**config.mk**
```make
export PLATFORM = sky130hd
export DESIGN_NAME = lut_sweep_eval_flat
export DESIGN_NICKNAME = d
export VERILOG_FILES = /design/src/rtl/lut_pkg.sv /design/src/rtl/lut_sweep_eval_if.sv /design/src/rtl/lut_sweep_ctrl.sv /design/src/rtl/lut_sweep_eval.sv /design/src/flat_wrapper.sv
export SDC_FILE = /design/constraint.sdc
export NUM_CORES = 1
export LEC_CHECK = 0
export CORE_MARGIN = 8
export CORE_UTILIZATION = 54
export CTS_BUF_LIST = sky130_fd_sc_hd__clkbuf_16
export CTS_CLUSTER_SIZE = 25
export DETAILED_ROUTE_END_ITERATION = 12
export GPL_ROUTABILITY_DRIVEN = 0
export PLACE_DENSITY = 0.95
export SYNTH_ARGS = -nofsm -noshare
export SYNTH_HDL_FRONTEND = slang
export SYNTH_HIERARCHICAL = 1
export SYNTH_SLANG_ARGS = --single-unit
```
**constraint.sdc**
```tcl
create_clock -name clk -period 2.95 [get_ports clk]
set_input_delay 0.295 -clock clk [delete_from_list [all_inputs] [get_ports clk]]
set_output_delay 0.295 -clock clk [all_outputs]
set_load 0.005 [all_outputs]
```
**src/rtl/lut_pkg.sv**
```systemverilog
// Shared types and sizing helpers for the programmable truth-table evaluator.
package lut_pkg;

  typedef enum logic [1:0] {
    IDLE,
    SWEEP,
    DONE
  } lut_state_e;

  localparam int unsigned N_MIN = 1;
  localparam int unsigned N_MAX = 8;

  function automatic int unsigned lut_depth(input int unsigned n);
    return 32'd1 << n;
  endfunction

  function automatic int unsigned lut_cnt_w(input int unsigned n);
    return n + 1;
  endfunction

endpackage

```
**src/rtl/lut_sweep_eval_if.sv**
```systemverilog
// Load / evaluate / sweep bus between a driver and lut_sweep_eval.
interface lut_sweep_eval_if #(
  parameter int unsigned N = 4
);

  localparam int unsigned DEPTH = lut_pkg::lut_depth(N);
  localparam int unsigned CW    = lut_pkg::lut_cnt_w(N);

  logic             tt_we;
  logic [DEPTH-1:0] tt_in;
  logic [N-1:0]     x;
  logic             f;
  logic             start;
  logic             busy;
  logic             done;
  logic [CW-1:0]    ones_count;
  logic [N-1:0]     first_one;
  logic             found;

  modport master (
    output tt_we, tt_in, x, start,
    input  f, busy, done, ones_count, first_one, found
  );

  modport slave (
    input  tt_we, tt_in, x, start,
    output f, busy, done, ones_count, first_one, found
  );

endinterface

```
**src/rtl/lut_sweep_ctrl.sv**
```systemverilog
// Sweep sequencer: IDLE/SWEEP/DONE FSM, minterm index, handshake and load gating.
module lut_sweep_ctrl
  import lut_pkg::*;
#(
  parameter int unsigned N = 4
) (
  input  logic         clk,
  input  logic         rst,
  input  logic         start_i,
  input  logic         tt_we_i,
  output logic         busy_o,
  output logic         done_o,
  output logic         tt_load_o,
  output logic         clear_o,
  output logic         step_o,
  output logic [N-1:0] idx_o
);

  lut_state_e   state_q, state_d;
  logic [N-1:0] idx_q, idx_d;
  logic         last_idx;

  assign last_idx = (idx_q == '1);
  assign idx_o    = idx_q;

  always_ff @(posedge clk or posedge rst) begin
    if (rst) begin
      state_q <= IDLE;
      idx_q   <= '0;
    end else begin
      state_q <= state_d;
      idx_q   <= idx_d;
    end
  end

  always_comb begin
    state_d = state_q;
    unique case (state_q)
      IDLE:    if (start_i) state_d = SWEEP;
      SWEEP:   if (last_idx) state_d = DONE;
      DONE:    state_d = IDLE;
      default: state_d = IDLE;
    endcase
  end

  always_comb begin
    busy_o    = (state_q == SWEEP);
    done_o    = (state_q == DONE);
    tt_load_o = (state_q == IDLE) && tt_we_i;
    clear_o   = (state_q == IDLE) && start_i;
    step_o    = (state_q == SWEEP);
  end

  // Index wraps to zero naturally after the last minterm.
  always_comb begin
    idx_d = idx_q;
    if (clear_o) begin
      idx_d = '0;
    end else if (step_o) begin
      idx_d = idx_q + 1'b1;
    end
  end

endmodule

```
**src/rtl/lut_sweep_eval.sv**
```systemverilog
// N-input Boolean function unit: loadable truth table, registered evaluation and exhaustive ON-set sweep.
module lut_sweep_eval
  import lut_pkg::*;
#(
  parameter int unsigned             N       = 4,
  parameter logic [lut_depth(N)-1:0] TT_INIT = '0
) (
  input logic              clk,
  input logic              rst,
  lut_sweep_eval_if.slave  bus
);

  localparam int unsigned DEPTH = lut_depth(N);
  localparam int unsigned CW    = lut_cnt_w(N);

  logic [DEPTH-1:0] tt_q, tt_d;
  logic             f_q, f_d;
  logic [CW-1:0]    ones_q, ones_d;
  logic [N-1:0]     first_q, first_d;
  logic             found_q, found_d;

  logic         tt_load;
  logic         clear;
  logic         step;
  logic [N-1:0] idx;

  lut_sweep_ctrl #(
    .N (N)
  ) u_ctrl (
    .clk       (clk),
    .rst       (rst),
    .start_i   (bus.start),
    .tt_we_i   (bus.tt_we),
    .busy_o    (bus.busy),
    .done_o    (bus.done),
    .tt_load_o (tt_load),
    .clear_o   (clear),
    .step_o    (step),
    .idx_o     (idx)
  );

  always_ff @(posedge clk or posedge rst) begin
    if (rst) begin
      tt_q    <= TT_INIT;
      f_q     <= 1'b0;
      ones_q  <= '0;
      first_q <= '0;
      found_q <= 1'b0;
    end else begin
      tt_q    <= tt_d;
      f_q     <= f_d;
      ones_q  <= ones_d;
      first_q <= first_d;
      found_q <= found_d;
    end
  end

  // Evaluation reads the pre-load table so a same-cycle load does not leak into f.
  always_comb begin
    tt_d = tt_q;
    f_d  = tt_q[bus.x];
    if (tt_load) begin
      tt_d = bus.tt_in;
    end
  end

  always_comb begin
    ones_d  = ones_q;
    first_d = first_q;
    found_d = found_q;
    if (clear) begin
      ones_d  = '0;
      first_d = '0;
      found_d = 1'b0;
    end else if (step && tt_q[idx]) begin
      ones_d = ones_q + 1'b1;
      if (!found_q) begin
        first_d = idx;
        found_d = 1'b1;
      end
    end
  end

  assign bus.f          = f_q;
  assign bus.ones_count = ones_q;
  assign bus.first_one  = first_q;
  assign bus.found      = found_q;

endmodule
```
**src/flat_wrapper.sv**
```systemverilog
// flat-port wrapper written by rule: the top's interface ports become plain ports
module lut_sweep_eval_flat import lut_pkg::*;
#(
  parameter int unsigned             N       = 4,
  parameter logic [lut_depth(N)-1:0] TT_INIT = '0
)
  (clk, rst, bus_tt_we, bus_tt_in, bus_x, bus_start, bus_f, bus_busy, bus_done, bus_ones_count, bus_first_one, bus_found);
  lut_sweep_eval_if #(.N(N)) bus_i ();
  input logic clk;
  input logic rst;
  input wire logic [$bits(bus_i.tt_we)-1:0] bus_tt_we;
  input wire logic [$bits(bus_i.tt_in)-1:0] bus_tt_in;
  input wire logic [$bits(bus_i.x)-1:0] bus_x;
  input wire logic [$bits(bus_i.start)-1:0] bus_start;
  output wire logic [$bits(bus_i.f)-1:0] bus_f;
  output wire logic [$bits(bus_i.busy)-1:0] bus_busy;
  output wire logic [$bits(bus_i.done)-1:0] bus_done;
  output wire logic [$bits(bus_i.ones_count)-1:0] bus_ones_count;
  output wire logic [$bits(bus_i.first_one)-1:0] bus_first_one;
  output wire logic [$bits(bus_i.found)-1:0] bus_found;
  assign bus_i.tt_we = bus_tt_we;
  assign bus_i.tt_in = bus_tt_in;
  assign bus_i.x = bus_x;
  assign bus_i.start = bus_start;
  assign bus_f = bus_i.f;
  assign bus_busy = bus_i.busy;
  assign bus_done = bus_i.done;
  assign bus_ones_count = bus_i.ones_count;
  assign bus_first_one = bus_i.first_one;
  assign bus_found = bus_i.found;
  lut_sweep_eval #(.N(N), .TT_INIT(TT_INIT)) u_core (.clk(clk), .rst(rst), .bus(bus_i));
endmodule
```
==> parameters.txt <==
Parameter                              Value

Drt
  Detailed-routing iteration count for the pre-antenna-repair pass ... 4
  Initial DRC count ... 86
  Remaining DRCs ... 0
  Post-DRT Antenna Nets ... 0
  Routed length per instance ... 18.33 µm
  Detailed-route vias per instance ... 6.048
  Routed wire length ... 3832 µm
  Total via count after detailed routing ... 1264

Power
  Largest vdd supply drop ... 0.6201 mV
  LEAKAGE ... 0.9598 nW
  Power per standard cell area ... 1078 mW/mm²

CTS
  Num Clock Sinks ... 33
  Cts hold-fix bufs ... 0
  Total setup buffers inserted after CTS ... 0
  CTS resizes ... 0
  Clock Pin Slew Worst Setup and Hold Paths ... 0.05 ns
  Later-pin clock latency in the skew report ... 0.27 ns
  CTS H-tree lvls ... 2
  Clock tree from TritonCTS ... done
  CTS Root Buffer Type ... clkbuf_16
  Number of buffers between clock root and the deepest sink ... 2
  Cts bufs inserted ... 5

Final layout
  Final-stage net count ... 201
  Area growth, synth to finish ... 30.10%
  Antenna diode count ... 0
  Layout cell share with drive strength beyond 1 ... 21.59%
  Fill cells ... 206
  Core occupancy in the finished layout ... 73.13%

Timing
  Number of pins exceeding their max-slew limit in the final report ... 0
  Number of setup violations in the final report ... 0
  Period Utilization, post-route ... 81.95%
  Tightest slew margin relative to the limit ... 33.81%
  Worst slew pin tran ... 0.9917 ns
  Final sum of negative setup slack ... 0 ns
  Setup repair after global routing missed its margin ... false
  Highest clock frequency the design can meet ... 0.4136 GHz
  Number of failing hold endpoints at the final stage ... 0
  Final period demand of the worst path ... 2.418 ns
  Setup clock skew after layout ... 0.004208 ns

Floorplanning
  Width of the chip ... 71.91 µm
  Placeable Area ... 0.003003 mm²
  DIE AREA ... 0.005170 mm²
  Number of cell rows ... 20
  Count of pins on the block boundary ... 37
  Starting density of the core ... 56.21%
  Overall die height ... 71.91 µm

Critical path
  Data arrival time of the critical path ... 2.61 ns
  Required @ worst endpoint ... 3.14 ns
  Kind of start point of the critical path ... flop
  Largest fanout of any net on the critical path ... 13
  Worst Setup Path Type ... flop to flop
  Crit path capture type ... flop

GRT
  Overflow left after global routing ... 0
  Via count of the first global-routing pass ... 1361
  Antenna violations before repair ... 0
  Total track usage ... 15.40%
  Global-route wire length before repair ... 6230 µm
  Maximum number of pins on one net before global-route repair ... 28

Synth
  Net count after synthesis ... 163
  Register bit total from synthesis ... 33
  Top FF cell, synth ... dfrtp_1
  Number of different library cells in the post-synthesis netlist ... 35
  Total standard cell area after synthesis ... 0.001688 mm²
  Register area share after synthesis ... 48.93%
  Syn. warnings ... 6
  Gate count after technology mapping ... 137
  Synth async-reset ratio ... 100.0%
  Cell type with the highest aggregate area in the netlist ... dfrtp_1
  Ranking of synthesized cells by area ... dfrtp_1 (49%), mux2_2 (11%), mux4_2 (6.7%)
  Number of synthesized flops with an enable pin ... 0
  Avg Cell Area, Syn ... 12.32 µm²
  Share of the synthesized area in the top cell type ... 48.93%

Outcome
  Outcome ... complete, no violations

Placement
  Half-perimeter wire length of the detailed placement result ... 2848 µm
  Number of buffers added on ports ... 36

Flow run
  MaxCap Viol Count ... 0

Worst hold path
  HP Class ... input port to asynchronous set/reset pin
## cell usage after synthesis (2+ instances only)
master / instances
a21oi_1: 9
a221oi_1: 2
a22oi_1: 2
a32oi_1: 2
and2b_2: 2
buf_4: 2
buf_6: 2
clkbuf_1: 2
dfrtp_1: 33
ha_1: 2
inv_1: 8
mux2_2: 16
mux2i_1: 10
mux4_2: 5
nand2_1: 3
nand3_1: 3
nand3_2: 2
nand3b_1: 3
nor2_1: 5
o21ai_0: 7
or3_1: 3
## logic make-up after synthesis
group / synth area share [%]
buf+inv: 4.744
fa+ha+maj: 1.482
flops: 48.93
simple gates: 11.49
mux: 23.28
compound gates: 9.562
xor+xnor: 0.5190
## per-layer routing
metal,wire (µm),part of all wire (%),track usage [%],up-vias
li1,-,-,-,571
met5,0,0,0,-
met2,1967,51,26.01,58
met3,270,7.0,5.510,11
met1,1548,40,16.67,624
met4,46,1.2,7.710,0
## cell usage in the layout (no fill, tap or decap), types with 2 or more instances in the layout
master,synthesis,layout
a21oi_1,9,9
a221oi_1,2,2
a22oi_1,2,2
a32oi_1,2,2
and2b_2,2,2
buf_4,2,2
clkbuf_16,0,5
clkdlybuf4s50_1,0,36
dfrtp_1,33,33
ha_1,2,2
inv_1,8,11
mux2_2,16,16
mux2i_1,10,10
mux4_2,5,5
nand2_1,3,3
nand3_1,3,3
nand3_2,2,2
nand3b_1,3,3
nor2_1,5,5
o21ai_0,7,7
or3_1,3,3
## final timing paths
kind,startpoint,end,slack (ns),cells after the start
max,u_core/u_ctrl/idx_o[0],u_core/bus.first_one[1],0.53,6
max in group asynchronous,rst,u_core/tt_q[1],1.75,2
max reg2reg,u_core/u_ctrl/idx_o[0],u_core/bus.first_one[1],0.53,6
min in group clk,u_core/tt_q[14],u_core/tt_q[14],0.54,1
min,rst,u_core/u_ctrl/state_q[0],0.27,2
min reg2reg,u_core/tt_q[14],u_core/tt_q[14],0.54,1
## power breakdown
part	total, W	switching (W)	internal [W]	leakage, nW
logic	0.000990	0.000430	0.000560	0.481
clock network	0.000467	0.000165	0.000302	0.0776
registers	0.000911	0.000247	0.000664	0.401
total	0.00237	0.000842	0.00153	0.960
## per-stage QoR
step	hold slack (ns)	std cells	instance area [µm²]	setup slack, ns	power [W]
6_report	0.2709	209	2196	0.5325	0.002368
5_1_grt	0.3184	209	2196	0.4286	0.002506
4_1_cts	0.2688	209	2196	0.5682	0.002366
3_5_place_dp	0.5215	201	2059	0.6377	0.001876
3_3_place_gp	0.5143	201	2059	0.8142	0.001796
2_1_floorplan	0.08596	137	1688	1.183	0.001541
## flip-flops by register name (all words and copies together) (netlist names)
signal and flops:
u_core/bus.f 1, u_core/u_ctrl/state_q 2, u_core/bus.ones_count 5, u_core/bus.first_one 4, u_core/tt_q 16, u_core/u_ctrl/idx_o 4
u_core/bus.found 1
## area by class of cell
cell class	instances	area (µm²)	area share, %
sequential	33	825.8	37.61
timing repair buffer	38	375.4	17.09
inverter	8	30.03	1.368
multi-input combinational	89	787.0	35.84
tap	33	41.29	1.880
clock inverter	3	11.26	0.5128
clock buffer	5	125.1	5.698
## critical path, cell delays in order, from the launching register on
cell	delay [ns]
dfrtp_1	0.75
mux2i_1	0.33
a221oi_2	0.11
a32oi_1	0.61
buf_4	0.26
o21ai_0	0.09
a21oi_1	0.18
(Power assumes the default switching activity.)
